`src/rtl/uop_seq_pkg.sv`:
```
// Shared constants for the microprogram sequencer: uop word layout, exec
// encodings, program selectors and the FSM state type.
package uop_seq_pkg;

  localparam int UOP_W    = 20;
  localparam int ADDR_W   = 6;
  localparam int OPC_LSB  = 16;
  localparam int OPC_W    = 4;
  localparam int SRC1_LSB = 11;
  localparam int SRC2_LSB = 6;
  localparam int SRC_W    = 5;
  localparam int DST_LSB  = 2;
  localparam int DST_W    = 4;
  localparam int EXEC_LSB = 0;
  localparam int EXEC_W   = 2;

  localparam logic [OPC_W-1:0] OPCODE_RDY = 4'd0;

  localparam logic [EXEC_W-1:0] UOP_EXEC_ALWAYS = 2'b00;
  localparam logic [EXEC_W-1:0] UOP_EXEC_IF_SET = 2'b01;
  localparam logic [EXEC_W-1:0] UOP_EXEC_IF_CLR = 2'b10;
  localparam logic [EXEC_W-1:0] UOP_EXEC_NEVER  = 2'b11;

  localparam logic [1:0] PROG_INIT = 2'd0;
  localparam logic [1:0] PROG_DBL  = 2'd1;
  localparam logic [1:0] PROG_ADD  = 2'd2;
  localparam logic [1:0] PROG_RSVD = 2'd3;

  localparam logic [ADDR_W-1:0] ADDR_LAST = '1;

  typedef enum logic [1:0] {
    ST_IDLE   = 2'd0,
    ST_FETCH  = 2'd1,
    ST_DECODE = 2'd2,
    ST_ISSUE  = 2'd3
  } state_t;

endpackage

```
`src/rtl/uop_sequencer_if.sv`:
```
// Uop dispatch channel between the sequencer (master) and the modular
// arithmetic datapath (slave).
interface uop_sequencer_if;
  // Transfer occurs on a clock edge where uop_valid && uop_ready. Once raised,
  // uop_valid and all fields hold until that edge; uop_ready alone means nothing.
  logic       uop_valid;
  logic       uop_ready;
  logic [3:0] uop_opcode;
  logic [4:0] uop_src1;
  logic [4:0] uop_src2;
  logic [3:0] uop_dst;

  modport master (
    output uop_valid, uop_opcode, uop_src1, uop_src2, uop_dst,
    input  uop_ready
  );

  modport slave (
    input  uop_valid, uop_opcode, uop_src1, uop_src2, uop_dst,
    output uop_ready
  );
endinterface

```
`src/rtl/uop_seq_decode.sv`:
```
// Combinational uop word splitter and issue-condition evaluator.
// Exec-field evaluation is enabled by defining UOP_SEQ_COND_EXEC_EN.
module uop_seq_decode
  import uop_seq_pkg::*;
(
  input  logic [UOP_W-1:0]  word_i,
  input  logic              cond_bit_i,
  output logic [OPC_W-1:0]  opcode_o,
  output logic [SRC_W-1:0]  src1_o,
  output logic [SRC_W-1:0]  src2_o,
  output logic [DST_W-1:0]  dst_o,
  output logic              is_rdy_o,
  output logic              do_issue_o
);

  logic [EXEC_W-1:0] exec;

  assign opcode_o = word_i[OPC_LSB  +: OPC_W];
  assign src1_o   = word_i[SRC1_LSB +: SRC_W];
  assign src2_o   = word_i[SRC2_LSB +: SRC_W];
  assign dst_o    = word_i[DST_LSB  +: DST_W];
  assign exec     = word_i[EXEC_LSB +: EXEC_W];
  assign is_rdy_o = (opcode_o == OPCODE_RDY);

`ifdef UOP_SEQ_COND_EXEC_EN
  always_comb begin
    do_issue_o = 1'b0;
    case (exec)
      UOP_EXEC_ALWAYS: do_issue_o = 1'b1;
      UOP_EXEC_IF_SET: do_issue_o = cond_bit_i;
      UOP_EXEC_IF_CLR: do_issue_o = ~cond_bit_i;
      default:         do_issue_o = 1'b0;
    endcase
  end
`else
  // Unconditional build: every non-RDY word issues, exec and cond_bit are don't-care.
  logic unused_exec;
  assign unused_exec = ^{exec, cond_bit_i};
  assign do_issue_o  = 1'b1;
`endif

endmodule

```
`src/rtl/uop_sequencer.sv`:
```
// Microprogram sequencer: fetches uops from one of three registered ROMs,
// evaluates exec conditions and dispatches over a valid/ready channel.
module uop_sequencer
  import uop_seq_pkg::*;
#(
  parameter int PROG_W = 2
) (
  input  logic              clk,
  input  logic              rst,
  input  logic              ena,
  input  logic [PROG_W-1:0] prog_sel,
  input  logic              cond_bit,
  output logic              rdy,
  output logic              err,
  output logic [ADDR_W-1:0] rom_addr,
  input  logic [UOP_W-1:0]  init_data,
  input  logic [UOP_W-1:0]  dbl_data,
  input  logic [UOP_W-1:0]  add_data,
  uop_sequencer_if.master   uop,
  output state_t            dbg_state
);

  state_t            state_q;
  logic [PROG_W-1:0] prog_q;
  logic [ADDR_W-1:0] rom_addr_q;
  logic [ADDR_W-1:0] rom_addr_d;
  logic              rdy_q;
  logic              err_q;
  logic              uop_valid_q;
  logic [OPC_W-1:0]  opcode_q;
  logic [SRC_W-1:0]  src1_q;
  logic [SRC_W-1:0]  src2_q;
  logic [DST_W-1:0]  dst_q;

  logic [UOP_W-1:0]  word_d;
  logic [OPC_W-1:0]  dec_opcode;
  logic [SRC_W-1:0]  dec_src1;
  logic [SRC_W-1:0]  dec_src2;
  logic [DST_W-1:0]  dec_dst;
  logic              dec_is_rdy;
  logic              dec_do_issue;
  logic              at_last;

  always_comb begin
    word_d = '0;
    case (prog_q)
      PROG_W'(PROG_INIT): word_d = init_data;
      PROG_W'(PROG_DBL):  word_d = dbl_data;
      PROG_W'(PROG_ADD):  word_d = add_data;
      default:            word_d = '0;
    endcase
  end

  uop_seq_decode u_decode (
    .word_i     (word_d),
    .cond_bit_i (cond_bit),
    .opcode_o   (dec_opcode),
    .src1_o     (dec_src1),
    .src2_o     (dec_src2),
    .dst_o      (dec_dst),
    .is_rdy_o   (dec_is_rdy),
    .do_issue_o (dec_do_issue)
  );

  assign rom_addr_d = rom_addr_q + 1'b1;
  // The last ROM word ends the run rather than wrapping to address 0.
  assign at_last    = (rom_addr_q == ADDR_LAST);

  always_ff @(posedge clk) begin
    if (rst) begin
      state_q     <= ST_IDLE;
      prog_q      <= '0;
      rom_addr_q  <= '0;
      rdy_q       <= 1'b1;
      err_q       <= 1'b0;
      uop_valid_q <= 1'b0;
      opcode_q    <= '0;
      src1_q      <= '0;
      src2_q      <= '0;
      dst_q       <= '0;
    end else begin
      case (state_q)
        ST_IDLE: begin
          if (ena) begin
            if (prog_sel == PROG_W'(PROG_RSVD)) begin
              rdy_q <= 1'b1;
              err_q <= 1'b1;
            end else begin
              state_q    <= ST_FETCH;
              prog_q     <= prog_sel;
              rom_addr_q <= '0;
              rdy_q      <= 1'b0;
              err_q      <= 1'b0;
            end
          end
        end
        ST_FETCH: state_q <= ST_DECODE;
        ST_DECODE: begin
          if (dec_is_rdy) begin
            state_q <= ST_IDLE;
            rdy_q   <= 1'b1;
          end else if (dec_do_issue) begin
            state_q     <= ST_ISSUE;
            uop_valid_q <= 1'b1;
            opcode_q    <= dec_opcode;
            src1_q      <= dec_src1;
            src2_q      <= dec_src2;
            dst_q       <= dec_dst;
          end else if (at_last) begin
            state_q <= ST_IDLE;
            rdy_q   <= 1'b1;
            err_q   <= 1'b1;
          end else begin
            state_q    <= ST_FETCH;
            rom_addr_q <= rom_addr_d;
          end
        end
        ST_ISSUE: begin
          if (uop_valid_q && uop.uop_ready) begin
            uop_valid_q <= 1'b0;
            if (at_last) begin
              state_q <= ST_IDLE;
              rdy_q   <= 1'b1;
              err_q   <= 1'b1;
            end else begin
              state_q    <= ST_FETCH;
              rom_addr_q <= rom_addr_d;
            end
          end
        end
        default: state_q <= ST_IDLE;
      endcase
    end
  end

  assign rdy            = rdy_q;
  assign err            = err_q;
  assign rom_addr       = rom_addr_q;
  assign uop.uop_valid  = uop_valid_q;
  assign uop.uop_opcode = opcode_q;
  assign uop.uop_src1   = src1_q;
  assign uop.uop_src2   = src2_q;
  assign uop.uop_dst    = dst_q;
  assign dbg_state      = state_q;

endmodule

```
`src/flat_wrapper.sv`:
```
// flat-port wrapper written by rule: the top's interface ports become plain ports
module uop_sequencer_flat import uop_seq_pkg::*;
#(
  parameter int PROG_W = 2
)
  (clk, rst, ena, prog_sel, cond_bit, rdy, err, rom_addr, init_data, dbl_data, add_data, dbg_state, uop_uop_valid, uop_uop_opcode, uop_uop_src1, uop_uop_src2, uop_uop_dst, uop_uop_ready);
  uop_sequencer_if uop_i ();
  input  logic clk;
  input  logic rst;
  input  logic ena;
  input  logic [PROG_W-1:0] prog_sel;
  input  logic cond_bit;
  output logic rdy;
  output logic err;
  output logic [ADDR_W-1:0] rom_addr;
  input  logic [UOP_W-1:0] init_data;
  input  logic [UOP_W-1:0] dbl_data;
  input  logic [UOP_W-1:0] add_data;
  output state_t dbg_state;
  output wire logic [$bits(uop_i.uop_valid)-1:0] uop_uop_valid;
  output wire logic [$bits(uop_i.uop_opcode)-1:0] uop_uop_opcode;
  output wire logic [$bits(uop_i.uop_src1)-1:0] uop_uop_src1;
  output wire logic [$bits(uop_i.uop_src2)-1:0] uop_uop_src2;
  output wire logic [$bits(uop_i.uop_dst)-1:0] uop_uop_dst;
  input wire logic [$bits(uop_i.uop_ready)-1:0] uop_uop_ready;
  assign uop_uop_valid = uop_i.uop_valid;
  assign uop_uop_opcode = uop_i.uop_opcode;
  assign uop_uop_src1 = uop_i.uop_src1;
  assign uop_uop_src2 = uop_i.uop_src2;
  assign uop_uop_dst = uop_i.uop_dst;
  assign uop_i.uop_ready = uop_uop_ready;
  uop_sequencer #(.PROG_W(PROG_W)) u_core (.clk(clk), .rst(rst), .ena(ena), .prog_sel(prog_sel), .cond_bit(cond_bit), .rdy(rdy), .err(err), .rom_addr(rom_addr), .init_data(init_data), .dbl_data(dbl_data), .add_data(add_data), .uop(uop_i), .dbg_state(dbg_state));
endmodule
```
`config.mk`:
```
export PLATFORM = sky130hd
export DESIGN_NAME = uop_sequencer_flat
export DESIGN_NICKNAME = d
export VERILOG_FILES = /design/src/rtl/uop_seq_pkg.sv /design/src/rtl/uop_sequencer_if.sv /design/src/rtl/uop_seq_decode.sv /design/src/rtl/uop_sequencer.sv /design/src/flat_wrapper.sv
export SDC_FILE = /design/constraint.sdc
export NUM_CORES = 1
export LEC_CHECK = 0
export BUFFER_PORTS_ARGS = -buffer_cell sky130_fd_sc_hd__clkbuf_2
export CORE_ASPECT_RATIO = 0.9
export CORE_MARGIN = 2
export CORE_UTILIZATION = 35
export CTS_BUF_LIST = sky130_fd_sc_hd__clkbuf_8
export CTS_CLUSTER_SIZE = 40
export DETAILED_ROUTE_END_ITERATION = 10
export PLACE_DENSITY_LB_ADDON = 0.25
export SYNTH_ARGS = -nofsm -noshare
export SYNTH_HDL_FRONTEND = slang
export SYNTH_SLANG_ARGS = --single-unit
```
`constraint.sdc`:
```
create_clock -name clk -period 2.1 [get_ports clk]
set_input_delay 0.21 -clock clk [delete_from_list [all_inputs] [get_ports clk]]
set_output_delay 0.21 -clock clk [all_outputs]
set_load 0.02 [all_outputs]
```
Yosys cells after proc, flatten, opt, wreduce, memory -nomap -nowiden
Index checks and enable logic that the tools add are counted.
{ "totals": {"register_bits": 31, "latchBits": 0, "ramBits": 0, "rom_bits": 0, "inputBits": 67, "output_inout_bits": 29, "wordCells": 63, "memories": 0} }
{ "op_classes": {"add_sub_neg": 1, "n_mul": 0, "div": 0, "n_lt_le_gt_ge": 0, "eq_ne": 14, "shift": 0, "mux": 22, "bitwise_logic": 2, "reduce_logical": 14} }
{ "ops": {"columns": ["cell", "n"], "rows": [
  ["one-hot mux 20 bit (3 select lines)", 1],
  ["2-to-1 mux 6 bit", 4],
  ["one-hot mux 6 bit (2 select lines)", 1],
  ["AND reduction 5 bit", 2],
  ["AND reduction 3 bit", 3],
  ["equality test 2 bit, second input constant", 4],
  ["2-to-1 mux 1 bit", 8],
  ["2-to-1 mux 2 bit", 4],
  ["!= test 2 bit, second input constant", 4],
  ["one-hot mux 2 bit (4 select lines)", 1],
  ["adder 6 x 1 -> 6 bit, second input constant", 1],
  ["equality test 6 bit, second input constant", 1],
  ["!= test 2 x 1 -> 1 bit, second input constant", 3],
  ["equality test 2 x 1 -> 1 bit, second input constant", 2],
  ["zero test 2 bit", 2],
  ["zero test 4 bit", 1],
  ["one-hot mux 1 bit (2 select lines)", 2],
  ["AND reduction 4 bit", 1],
  ["nonzero test 2 bit", 2],
  ["one-hot mux 1 bit (3 select lines)", 1],
  ["nonzero test 3 bit", 1],
  ["NOT 1 bit", 2],
  ["AND reduction 2 bit", 1],
  ["logical AND 1 bit", 1]
]} }

Logic depth before layout (Yosys ltp)
{ "depth": {"ltp_word": 5, "ltp_mapped": 7, "ltp_nobuf": 6} }

Modules after synthesis
A second synthesis with hierarchy kept.
{ "hier_totals": {"hier_cells": 254, "hier_area_um2": 2013.2} }
{ "by_module_without_submodules": {"columns": ["module", "n_inst", "cells_each", "area_per_inst_um2", "seq_area_each_um2"], "rows": [
  ["uop_sequencer", 1, 233, 1854.3, 620.6],
  ["uop_seq_decode", 1, 21, 158.9, 0.0]
]} }

Least setup slack after synthesis
OpenSTA, ideal clock, no wires.
{ "synth_path": {"path_kind": "register to register", "from": "register u_core.prog_q[1]", "to": "register u_core.dst_q[0], in the netlist u_core.uop.uop_dst[0]", "setup_ns": 0.128, "t_arrival_ns": 1.908, "setup_slack_ns": 0.065, "stages_incl_launch_ff": 8, "period_less_slack_ns": 2.035, "cell_sequence": "dfxtp_1 buf_6 mux2i_4 o2bb2ai_2 o41ai_4 buf_6 mux2i_1 nor2_1"} }
{ "synth_between": {"elab_chain_cells": 5} }
{ "synth_rtl": {"columns": ["element", "line_no", "text"], "rows": [
  ["from (decl)", "uop_sequencer.sv:24", "logic [PROG_W-1:0] prog_q;"],
  ["from (signal assigned)", "uop_sequencer.sv:90", "prog_q <= prog_sel;"],
  ["equality test 2 bit (tied with other cells)", "uop_sequencer.sv:46", "case (prog_q)"],
  ["one-hot mux 20 bit (3 select lines) (*)", "uop_sequencer.sv:46", null],
  ["zero test 4 bit", "uop_seq_decode.sv:23", "assign is_rdy_o = (opcode_o == OPCODE_RDY);"],
  ["NOT 1 bit (no line)", null, null],
  ["AND reduction 2 bit (no line)", null, null],
  ["to (signal assigned)", "uop_sequencer.sv:108", "dst_q <= dec_dst;"],
  ["to (decl)", "uop_sequencer.sv:33", "logic [DST_W-1:0] dst_q;"]
]} }
Mark *: on every way between the ends. The rest lies on a longest branch, timed or not.
A chain may end at the register's enable or synchronous reset.

Final worst setup path
{ "layout_path": {"from": "register u_core.prog_q[1]", "to": "register u_core.src2_q[3], in the netlist u_core.uop.uop_src2[3]"} }
{ "layout_between": {"elab_chain_cells": 5} }
{ "layout_rtl": {"columns": ["element", "line_no", "text"], "rows": [
  ["equality test 2 bit (tied with other cells)", "uop_sequencer.sv:46", null],
  ["one-hot mux 20 bit (3 select lines) (*)", "uop_sequencer.sv:46", null],
  ["zero test 4 bit", "uop_seq_decode.sv:23", null],
  ["NOT 1 bit (no line)", null, null],
  ["AND reduction 2 bit (no line)", null, null],
  ["to (signal assigned)", "uop_sequencer.sv:107", "src2_q <= dec_src2;"],
  ["to (decl)", "uop_sequencer.sv:32", "logic [SRC_W-1:0] src2_q;"]
]} }
Marked as above.

==> impl_summary.txt <==
----------------------------------------------------
[Drt]
  Via density ... 4.78
  Count of vias placed by the detailed router ... 1,697
  Remaining antenna violation count after routing ... 0
  DR iter-0 viols ... 61
  Total Wirelength ... 4270 um
  Detailed-router iteration count before antenna repair ... 4
  Post-DR wirelength/cell ... 12.0 um
  Number of remaining DRC errors ... 0

[Worst setup path]
  Startpoint of the worst setup timing path ... u_core.prog_q[1]
  Max incr delay on CP ... 440 ps
  Category of the most critical setup path ... reg -> reg
  CP Data Arrival Time ... 2090 ps
  Launching point of the worst reg2reg path ... u_core.prog_q[1]
  Maximum fanout along the worst path ... 8
  Critical Path Source Type ... register
  Worst Path Buf+Inv ... 2
  Most prevalent standard cell on the critical path ... mux2i_1
  Critical Path, Cell by Cell ... buf_6 -> mux2i_1 -> o2bb2ai_2 -> o41ai_4 -> buf_4 -> mux2i_1 -> nor2_1
  Family with the most delay on the worst path ... compound AO/OA/AOI/OAI gates
  Cell count of the worst reg-to-reg path ... 7
  End point of the critical path ... u_core.uop.uop_src2[3]
  Register-to-register setup slack ... 150 ps
  Element type at the critical path end ... register
  Endpoint of the worst register-to-register path ... u_core.uop.uop_src2[3]
  Cell with the largest stage delay on the worst path ... o41ai_4
  Number of cells on the critical path ... 7
  Required time reported for the critical path endpoint ... 2240 ps

[Floorplanning]
  Core area ... 4550 um^2
  Row cnt ... 23
  Die X ... 77.3 um
  Initial core utilization ... 0.372
  Die extent in y ... 69.9 um
  Die area ... 5400 um^2
  Number of ports placed on the die boundary ... 96

[Logic synthesis]
  Top post-synthesis cells by area ... dfxtp_1 37%, mux2i_1 18%, nand2_1 6.7%, o21ai_0 6.2%, nor2_1 5.3%
  Largest family of logic cells by synthesized area ... multiplexers
  Post-synthesis sequential element count ... 31
  Synthesis warning total ... 0
  Fraction of post-synthesis cell area in the top cell type by area ... 0.367
  Post-Synthesis Cells ... 200
  Mapped Avg Cell Area ... 8.45 um^2
  Net count after synthesis ... 268
  Mux share of post-synthesis cell area ... 0.197
  Simple-gate share of the synthesized area ... 0.185
  Proportion of synthesized chip area in sequential cells ... 0.367
  Cell area after technology mapping ... 1690 um^2
  Post-Synth XOR/XNOR Area ... 0.0207
  Complex-gate fraction of the synthesized area ... 0.181
  Post-synthesis share of cell area spent on full adders, half adders and majority gates ... 0.00740
  Post-synth cell types ... 32
  Leading area contributor after synthesis ... dfxtp_1

[Layout]
  Post-layout nets ... 362
  Fraction of final layout cells with drive strength greater than 1 ... 0.372
  Area growth syn-to-layout ... 37.1%
  Fin area ... 2320 um^2
  Fin util ... 0.510
  Diode count ... 0

[GRT]
  Number of antenna violations at the first check in global routing ... 0
  Maximum number of pins on one net before global-route repair ... 29
  Aggregate global routing overflow ... 0
  Wire length of the first global-routing pass ... 6970 um
  Via count of the first global-routing pass ... 1,529
  All-layer global routing usage ... 0.158

[STA]
  Tightest hold margin ... 231 ps
  Unrepaired setup endpoints after global routing ... false
  Fin Setup TNS ... 0 ps
  Max Clock Skew ... 2.07 ps
  Count of final setup violators ... 0
  Number of endpoints with negative hold slack in the final report ... 0
  Pins Over Slew Limit ... 0
  Top achievable clock speed ... 512 MHz
  Post-route clock period utilization ... 0.930
  Actual transition at the worst max-transition pin ... 573 ps
  Post-route minimum period ... 1950 ps
  Relative slew slack ... 0.618

[Clock tree]
  Clock slew seen by the registers of the worst setup and hold paths ... 60 ps
  CTS Buf Count ... 5
  Buffer cell driving the clock tree root ... clkbuf_8
  Buffers from clock root to sink, at most ... 2
  Total clock sinks ... 31
  Setup Fix Bufs, Post-CTS ... 0
  CTS tree ... done
  Clock latency reported for the late side of the worst-skew pair ... 270 ps
  H-tree levels ... 2

[Placement]
  Routability cong. ... 0.768
  Number of port buffers ... 88
  Post-place instance area ... 2220 um^2
  Placed wire-length estimate after detailed placement ... 3310 um

[Run status]
  Outcome ... finished clean

[Job]
  Maximum Capacitance Violations ... 0

[Power and ir drop]
  Total power per unit cell area ... 638 nW/um^2
  Static Leakage ... 1.08 nW
  Largest vdd supply drop ... 0.388 mV

[Worst hold path]
  Type of the most critical hold path ... in -> reg

----------------------------------------------------
-- sequential cells by signal, summed over array words and instances (netlist names) --
signal                 flops
u_core.uop.uop_src2        5
u_core.dbg_state           2
u_core.err                 1
u_core.uop.uop_dst         4
u_core.uop.uop_src1        5
u_core.rdy                 1
u_core.uop.uop_valid       1
u_core.uop.uop_opcode      4
u_core.rom_addr            6
u_core.prog_q              2
-- cell families after synthesis --
logic type      after synthesis
compound gates               45
flops                        31
mux                          32
simple gates                 73
fa+ha+maj                     1
xor+xnor                      4
buf+inv                      14
-- report_power, final --
| part | switching [mW] | total [mW] | internal, mW |
|---|---|---|---|
| Combinational | 0.228 | 0.414 | 0.186 |
| Sequential | 0.0279 | 0.655 | 0.627 |
| Clock | 0.194 | 0.409 | 0.215 |
| Total | 0.450 | 1.48 | 1.03 |
-- routing by layer --
layer / wire (um) / global-route usage / up-vias
met5: 0 / 0 / -
met4: 43 / 0.0476 / 0
met3: 352 / 0.0543 / 5
met2: 1800 / 0.237 / 67
met1: 2070 / 0.213 / 739
li1: - / - / 886
-- Yosys cell counts --
cell type	number
and2_1	3
o21ai_0	21
xnor2_1	4
nor2b_1	2
nor3_1	6
nand4_1	1
a221o_1	1
a21o_1	1
o31ai_1	1
clkbuf_1	5
buf_6	2
nand3b_1	1
nor2_1	24
a211oi_1	4
and3_1	1
dfxtp_1	31
nand3_1	3
ha_1	1
o2bb2ai_2	2
o2bb2ai_1	2
buf_1	2
inv_1	3
nand2_1	30
a2111oi_0	2
o41ai_4	1
buf_2	2
mux2i_4	1
nor3b_1	1
mux2i_1	31
a21oi_1	9
nand2b_1	1
a2bb2oi_1	1
-- tightest hold or removal path: stages --
cell	delay, ps
clkbuf_2	110
nand4_1	80
a21oi_1	60
-- area by class of cell --
type,count,area (um^2)
sequential,31,622
fill,454,2230
clock inverter,1,3.75
inverter,3,11.3
clock buffer,5,68.8
multi-input combinational,155,1010
timing repair buffer,98,527
tap,62,77.6
-- through the flow --
| step | std cells | setup slack [ps] | power [mW] |
|---|---|---|---|
| finish | 355 | 146 | 1.48 |
| global route | 355 | 36.5 | 1.56 |
| CTS | 354 | 8.57 | 1.49 |
| detailed placement | 348 | 7.22 | 1.07 |
| global placement | 348 | 53.8 | 1.07 |
| floorplan | 200 | 64.9 | 0.925 |
-- worst min path at each step --
stage	start	to	slack, ps	cells past startpoint
global route	prog_sel[1]	u_core.prog_q[1]	260	3
CTS	uop_uop_ready	u_core.err	220	3
floorplan	uop_uop_ready	u_core.err	380	2
global placement	u_core.uop.uop_opcode[0]	u_core.uop.uop_opcode[0]	470	2
detailed placement	u_core.uop.uop_opcode[0]	u_core.uop.uop_opcode[0]	470	2
finish	uop_uop_ready	u_core.err	230	3
-- cells in the final DEF (no fill, tap or decap), drive strengths merged, types with 2 or more instances in the layout --
cell / instances
clkbuf: 93
mux2i: 32
dfxtp: 31
nand2: 30
nor2: 24
o21ai: 21
buf: 10
a21oi: 9
nor3: 6
inv: 4
xnor2: 4
a211oi: 4
o2bb2ai: 4
nand3: 3
and2: 3
nor2b: 2
a2111oi: 2
-- what timing repair did --
item,CTS,global route
gates resized for setup,0,8
endpoints found under the hold margin,0,0
setup endpoints to repair,0,17
hold buffers,0,0
Note: power is estimated with default switching activity, not from simulation.
